`src/rtl/sobel_edge_sink_if.sv`:
```
// Stream bundle between the Sobel filter output stage and the edge sink.
// The master side drives the pixel beat (enable, frame start, magnitude, threshold).
// The slave side returns the qualified pixel, its coordinates and the frame status.
interface sobel_edge_sink_if;
  logic        control;
  logic        sof;
  logic [9:0]  pin;
  logic [9:0]  threshold;
  logic [7:0]  pout;
  logic        edge_flag;
  logic        pvalid;
  logic [10:0] px;
  logic [9:0]  py;
  logic        eof;
  logic        err;
  logic [15:0] frames;

  modport master (
    output control, sof, pin, threshold,
    input  pout, edge_flag, pvalid, px, py, eof, err, frames
  );

  modport slave (
    input  control, sof, pin, threshold,
    output pout, edge_flag, pvalid, px, py, eof, err, frames
  );
endinterface

```
`src/rtl/sobel_edge_sink.sv`:
```
// Consumer end of the Sobel pixel stream.
// Skips the filter's fixed line-buffer latency, re-attaches raster coordinates,
// blanks the window border, saturates the magnitude to 8 bits and thresholds it.
// Also produces end-of-frame pulses, a completed-frame count and a sticky
// protocol error flag. All outputs are registered.
module sobel_edge_sink #(
  parameter int SIZE_X  = 800,
  parameter int SIZE_Y  = 600,
  parameter int LATENCY = 804
) (
  input logic              clock,
  input logic              reset,
  sobel_edge_sink_if.slave sink
);

  localparam int FILL_W = $clog2(LATENCY + 1);
  localparam logic [FILL_W-1:0] FILL_ONE  = FILL_W'(1);
  localparam logic [FILL_W-1:0] FILL_LAST = FILL_W'(LATENCY);
  localparam logic [10:0]       X_LAST    = 11'(SIZE_X - 1);
  localparam logic [9:0]        Y_LAST    = 10'(SIZE_Y - 1);

  typedef enum logic [1:0] {
    ST_IDLE   = 2'd0,
    ST_FILL   = 2'd1,
    ST_STREAM = 2'd2
  } state_e;

  // Clamp the 10-bit magnitude to the 8-bit display range.
  function automatic logic [7:0] saturate8(input logic [9:0] mag);
    logic [7:0] res;
    if (mag > 10'd255) begin
      res = 8'd255;
    end else begin
      res = mag[7:0];
    end
    return res;
  endfunction

  // The filter window is incomplete along the outer ring of the image.
  function automatic logic is_border(input logic [10:0] x, input logic [9:0] y);
    return (x == 11'd0) || (x == X_LAST) || (y == 10'd0) || (y == Y_LAST);
  endfunction

  state_e            state_q, state_d;
  logic [FILL_W-1:0] fill_q, fill_d;
  logic [10:0]       cx_q, cx_d;      // column of the next pixel to emit
  logic [9:0]        cy_q, cy_d;      // row of the next pixel to emit
  logic [7:0]        pout_q, pout_d;
  logic              edge_q, edge_d;
  logic              pvalid_q, pvalid_d;
  logic [10:0]       px_q, px_d;
  logic [9:0]        py_q, py_d;
  logic              eof_q, eof_d;
  logic              err_q, err_d;
  logic [15:0]       frames_q, frames_d;

  logic              emit_s;          // this beat produces an output pixel
  logic [10:0]       ex_s;            // coordinates of the pixel emitted this beat
  logic [9:0]        ey_s;
  logic              last_s;          // emitted pixel closes the frame
  logic              at_last_s;       // stream is positioned on the final pixel

  // Next-state, coordinate and output computation for one beat.
  always_comb begin
    state_d   = state_q;
    fill_d    = fill_q;
    cx_d      = cx_q;
    cy_d      = cy_q;
    pout_d    = pout_q;
    edge_d    = edge_q;
    pvalid_d  = 1'b0;
    px_d      = px_q;
    py_d      = py_q;
    eof_d     = 1'b0;
    err_d     = err_q;
    frames_d  = frames_q;
    emit_s    = 1'b0;
    ex_s      = cx_q;
    ey_s      = cy_q;
    at_last_s = (cx_q == X_LAST) && (cy_q == Y_LAST);

    case (state_q)
      ST_IDLE: begin
        if (sink.control && sink.sof) begin
          state_d = ST_FILL;
          fill_d  = FILL_ONE;
        end else begin
          state_d = ST_IDLE;
        end
      end

      ST_FILL: begin
        if (!sink.control) begin
          err_d   = 1'b1;
          state_d = ST_IDLE;
        end else if (sink.sof) begin
          // A new frame while the filter is still filling: drop the old one.
          err_d  = 1'b1;
          fill_d = FILL_ONE;
        end else if (fill_q == FILL_LAST) begin
          emit_s = 1'b1;
          ex_s   = 11'd0;
          ey_s   = 10'd0;
        end else begin
          fill_d = fill_q + FILL_ONE;
        end
      end

      ST_STREAM: begin
        if (!sink.control) begin
          err_d   = 1'b1;
          state_d = ST_IDLE;
        end else if (sink.sof && !at_last_s) begin
          // Early frame start abandons the current frame without emitting.
          err_d   = 1'b1;
          state_d = ST_FILL;
          fill_d  = FILL_ONE;
        end else begin
          emit_s = 1'b1;
          ex_s   = cx_q;
          ey_s   = cy_q;
        end
      end

      default: begin
        state_d = ST_IDLE;
      end
    endcase

    last_s = emit_s && (ex_s == X_LAST) && (ey_s == Y_LAST);

    if (emit_s) begin
      pvalid_d = 1'b1;
      px_d     = ex_s;
      py_d     = ey_s;
      if (is_border(ex_s, ey_s)) begin
        pout_d = 8'd0;
        edge_d = 1'b0;
      end else begin
        pout_d = saturate8(sink.pin);
        edge_d = (sink.pin >= sink.threshold);
      end

      if (last_s) begin
        eof_d    = 1'b1;
        frames_d = frames_q + 16'd1;
        cx_d     = 11'd0;
        cy_d     = 10'd0;
        // A frame start on the last-pixel beat chains straight into the next fill.
        if (sink.sof) begin
          state_d = ST_FILL;
          fill_d  = FILL_ONE;
        end else begin
          state_d = ST_IDLE;
        end
      end else begin
        state_d = ST_STREAM;
        if (ex_s == X_LAST) begin
          cx_d = 11'd0;
          cy_d = ey_s + 10'd1;
        end else begin
          cx_d = ex_s + 11'd1;
          cy_d = ey_s;
        end
      end
    end else begin
      pvalid_d = 1'b0;
    end
  end

  // State, counters and registered outputs with synchronous reset.
  always_ff @(posedge clock) begin
    if (reset) begin
      state_q  <= ST_IDLE;
      fill_q   <= '0;
      cx_q     <= 11'd0;
      cy_q     <= 10'd0;
      pout_q   <= 8'd0;
      edge_q   <= 1'b0;
      pvalid_q <= 1'b0;
      px_q     <= 11'd0;
      py_q     <= 10'd0;
      eof_q    <= 1'b0;
      err_q    <= 1'b0;
      frames_q <= 16'd0;
    end else begin
      state_q  <= state_d;
      fill_q   <= fill_d;
      cx_q     <= cx_d;
      cy_q     <= cy_d;
      pout_q   <= pout_d;
      edge_q   <= edge_d;
      pvalid_q <= pvalid_d;
      px_q     <= px_d;
      py_q     <= py_d;
      eof_q    <= eof_d;
      err_q    <= err_d;
      frames_q <= frames_d;
    end
  end

  assign sink.pout      = pout_q;
  assign sink.edge_flag = edge_q;
  assign sink.pvalid    = pvalid_q;
  assign sink.px        = px_q;
  assign sink.py        = py_q;
  assign sink.eof       = eof_q;
  assign sink.err       = err_q;
  assign sink.frames    = frames_q;

endmodule

```
`src/flat_wrapper.sv`:
```
// flat-port wrapper written by rule: the top's interface ports become plain ports
module sobel_edge_sink_flat 
#(
  parameter int SIZE_X  = 800,
  parameter int SIZE_Y  = 600,
  parameter int LATENCY = 804
)
  (clock, reset, sink_control, sink_sof, sink_pin, sink_threshold, sink_pout, sink_edge_flag, sink_pvalid, sink_px, sink_py, sink_eof, sink_err, sink_frames);
  sobel_edge_sink_if sink_i ();
  input logic clock;
  input logic reset;
  input wire logic [$bits(sink_i.control)-1:0] sink_control;
  input wire logic [$bits(sink_i.sof)-1:0] sink_sof;
  input wire logic [$bits(sink_i.pin)-1:0] sink_pin;
  input wire logic [$bits(sink_i.threshold)-1:0] sink_threshold;
  output wire logic [$bits(sink_i.pout)-1:0] sink_pout;
  output wire logic [$bits(sink_i.edge_flag)-1:0] sink_edge_flag;
  output wire logic [$bits(sink_i.pvalid)-1:0] sink_pvalid;
  output wire logic [$bits(sink_i.px)-1:0] sink_px;
  output wire logic [$bits(sink_i.py)-1:0] sink_py;
  output wire logic [$bits(sink_i.eof)-1:0] sink_eof;
  output wire logic [$bits(sink_i.err)-1:0] sink_err;
  output wire logic [$bits(sink_i.frames)-1:0] sink_frames;
  assign sink_i.control = sink_control;
  assign sink_i.sof = sink_sof;
  assign sink_i.pin = sink_pin;
  assign sink_i.threshold = sink_threshold;
  assign sink_pout = sink_i.pout;
  assign sink_edge_flag = sink_i.edge_flag;
  assign sink_pvalid = sink_i.pvalid;
  assign sink_px = sink_i.px;
  assign sink_py = sink_i.py;
  assign sink_eof = sink_i.eof;
  assign sink_err = sink_i.err;
  assign sink_frames = sink_i.frames;
  sobel_edge_sink #(.SIZE_X(SIZE_X), .SIZE_Y(SIZE_Y), .LATENCY(LATENCY)) u_core (.clock(clock), .reset(reset), .sink(sink_i));
endmodule
```
`config.mk`:
```
export PLATFORM = sky130hd
export DESIGN_NAME = sobel_edge_sink_flat
export DESIGN_NICKNAME = d
export VERILOG_FILES = /design/src/rtl/sobel_edge_sink_if.sv /design/src/rtl/sobel_edge_sink.sv /design/src/flat_wrapper.sv
export SDC_FILE = /design/constraint.sdc
export NUM_CORES = 1
export LEC_CHECK = 0
export ABC_AREA = 1
export BUFFER_PORTS_ARGS = -buffer_cell sky130_fd_sc_hd__buf_2
export CAP_MARGIN = 20
export CORE_MARGIN = 2
export CORE_UTILIZATION = 64
export CTS_BUF_LIST = sky130_fd_sc_hd__clkbuf_8
export DETAILED_ROUTE_END_ITERATION = 10
export PLACE_DENSITY = 0.88
export SLEW_MARGIN = 25
export SYNTH_ARGS = -nofsm -noshare
export SYNTH_HDL_FRONTEND = slang
export SYNTH_SLANG_ARGS = --single-unit
```
`constraint.sdc`:
```
create_clock -name clock -period 4.5 [get_ports clock]
set_input_delay 0.675 -clock clock [delete_from_list [all_inputs] [get_ports clock]]
set_output_delay 0.675 -clock clock [all_outputs]
set_load 0.01 [all_outputs]
```
==> impl_metrics.toml <==
[synthesis]
synth_fp_nets = 750
avgSynthCellArea_um2 = 6.90
yosysWarnings = 0
syn_area_um2 = 4870
synth_seq_cells = 82
synth_edf_count = 0
synth.top_cell.area_share_pct = 33.7
async_flop_share_pct = 0
synth_cell_types = 41
synth_largest_area_cell = "dfxtp_1"
syn_inst = 706
seq_area_frac_synth_pct = 33.7
synth_flop_cell = "dfxtp_1"
netlist_top_cells_area = "dfxtp_1, nand2_1, a21oi_1, nand3_1, inv_1"

[worst_setup_path]
cp-end-kind = "flop"
worstPathRequired_ns = 4.75
reg2reg_slack_ns = 1.16
start_kind = "flop"
critPathBufInv = 3
arrival_ns = 3.58
crit_type = "flop to flop"
critPathTopFamily = "simple AND/OR/NAND/NOR gates"
slowest_delay_ns = 0.40
crit_path_top_delay_cell = "dfxtp_1"
crit_chain = "inv_1, ha_1, nand2_1, nor2_4, nand4_4, nand2_1, inv_1, ha_1, nand4_2, nor2_4, nand2_4, nor2_4, nand2_2, inv_2, nand2_2, nand2_2, nor2_1"
cp_max_fo = 32

[detailed_routing]
num_vias = 4872
wl_mm = 11.9
drtAntennaViolNets = 0
wl_per_cell_um = 13.6
routed_via_density = 5.60
drt_pass1_iterations = 5
drc = 0
drtIter0Drc = 334

[cells_and_area]
syn_to_final_growth_pct = 10.8
fin_util_pct = 73.6
fill_cells = 584
drive_gt1_share_pct = 16.6
nNetsFinal = 810
antenna_cells = 0
fin_area_um2 = 5400

[floorplanning]
start_util_pct = 66.5
io_pins = 73
core_area_um2 = 7330
die_y_um = 91.3
die_x_um = 91.3
die-area_um2 = 8330
std_cell_rows = 31

[grt]
use_met3_pct = 5.64
use_met2_pct = 47.8
first_global_vias = 4476
grt_start_max_net_pins = 60
top_usage_layer = "met2"
grt-ovfl-total = 0
grt_use_met1_pct = 37.2
grt_pass1_wl_mm = 20.1
antenna_found_initial = 0
grtUsageTotal_pct = 29.0

[power]
cellPowerDensity_nw_per_um2 = 241
ir_drop_mv = 0.155
power.total_mw = 1.30
total_leakage_power_nw = 2.41

[sta]
slew-limit-headroom_pct = 56.3
final.period_utilization_pct = 74.1
setup_violations = 0
grt_setup_unrepaired = "no"
final_max_slew_viol_count = 0
setup_tns_ns = 0
finalClockSkew_ns = 0.0130
post-route-min-period_ns = 3.34
tightest_slew_ns = 0.654
hold_viol = 0
max_freq_mhz = 300
whs_ns = 0.466

[placement]
dpl_cell_area_um2 = 5220
numPortBuffers = 72
gp_congestion = 0.892
dp_hpwl_mm = 8.62

[hold_path]
min_path_type = "flop to flop"

[clock_network]
cts.sinks = 82
h-tree-depth = 3
cts_hold_buffers = 0
cts_resized = 0
cts_root_buf = "clkbuf_8"
post_cts_buffers = 0
clk_latency_ns = 0.36
cts_inserted_buffers = 9
path_clk_slew_ns = 0.09
cts_tree = "yes"
clock_path_buffers = 2

[flow_run]
maxCapViolCount = 0

[outcome]
status = "complete, no violations"
worst paths after layout:
| check | cells after the start | to | start |
|---|---|---|---|
| setup / recovery | 17 | u_core.fill_q[7] | u_core.fill_q[0] |
| hold / removal | 2 | u_core.sink.pout[3] | u_core.sink.pout[3] |
| setup reg to reg | 17 | u_core.fill_q[7] | u_core.fill_q[0] |
| hold reg to reg | 2 | u_core.sink.pout[3] | u_core.sink.pout[3] |
cell usage after synthesis (4+ instances only):
cell type / count
a211oi_1: 11
a21oi_1: 71
buf_2: 5
buf_4: 5
buf_6: 5
clkbuf_1: 11
dfxtp_1: 82
ha_1: 20
inv_1: 69
inv_2: 4
nand2_1: 162
nand2_2: 9
nand3_1: 64
nand4_1: 16
nor2_1: 69
nor2_4: 7
nor3_1: 13
o21ai_0: 29
xnor2_1: 8
xor2_1: 10
worst reg2reg max path, cell delays in order (launching register included):
cell	delay, ns
dfxtp_1	0.40
inv_1	0.13
ha_1	0.23
nand2_1	0.10
nor2_4	0.06
nand4_4	0.30
nand2_1	0.16
inv_1	0.13
ha_1	0.23
nand4_2	0.22
nor2_4	0.22
nand2_4	0.12
nor2_4	0.31
nand2_2	0.14
inv_2	0.14
nand2_2	0.08
nand2_2	0.17
nor2_1	0.07
layout by cell type (no fill, tap or decap), types with 3 or more instances in the layout:
cell	n
nand4_1	16
clkbuf_8	9
o21ai_0	29
nand2_4	3
nand3b_1	3
inv_2	4
nand3_1	64
inv_1	69
nor2_1	69
a21oi_1	71
or2_2	3
a211oi_1	11
clkinvlp_4	3
buf_2	72
xor2_1	10
o21ai_1	3
ha_1	20
xnor2_1	8
nor3_1	13
buf_4	3
nor2_4	7
nand2_2	9
a22oi_1	3
nand2_1	162
dfxtp_1	82
cell type report:
type	instances	area, µm²	share of cell area [%]
repair buffers	75	383	7.09
flip-flops and latches	82	1640	30.4
multi-input cells	525	2800	51.8
clock inverters	7	53.8	0.997
inverters	73	274	5.08
well taps	99	124	2.29
clock buffers	9	124	2.29
through the flow:
step | std cells | setup WS (ns)
2_1_floorplan | 706 | 1.62
3_3_place_gp | 854 | 1.28
3_5_place_dp | 854 | 1.14
4_1_cts | 870 | 1.21
5_1_grt | 870 | 0.928
6_report | 870 | 1.16
flip-flops by register name, indices dropped and copies added (netlist names):
register,flops
u_core.fill_q,10
u_core.cx_q,11
u_core.cy_q,10
u_core.sink.err,1
u_core.sink.py,10
u_core.sink.px,11
u_core.sink.pout,8
u_core.state_q,2
u_core.sink.pvalid,1
u_core.sink.eof,1
u_core.sink.edge_flag,1
u_core.sink.frames,16
report_power, final:
part	switching [mW]	internal (mW)	leakage [nW]
sequential	0.00220	0.727	0.661
clock	0.291	0.204	0.0822
combinational	0.0504	0.0277	1.67
total	0.344	0.959	2.41
layer usage:
layer | vias to the layer above | part of all wire, %
met5 | - | 0
met4 | 0 | 2.4
met3 | 28 | 7.1
met2 | 192 | 46
met1 | 2193 | 44
li1 | 2459 | -
kinds of logic (layout without fill, tap and decap cells):
logic type / Yosys count / in the layout / share of synthesized area (%)
AND/OR/NAND/NOR: 361 / 361 / 34.8
adder cells (fa/ha/maj): 20 / 20 / 5.13
multiplexers: 1 / 1 / 0.205
AO/OA/AOI/OAI: 125 / 125 / 14.1
XOR/XNOR: 18 / 18 / 3.23
flip-flops: 82 / 82 / 33.7
buffers and inverters: 99 / 164 / 8.91
Power figures use the tool's default switching activity.
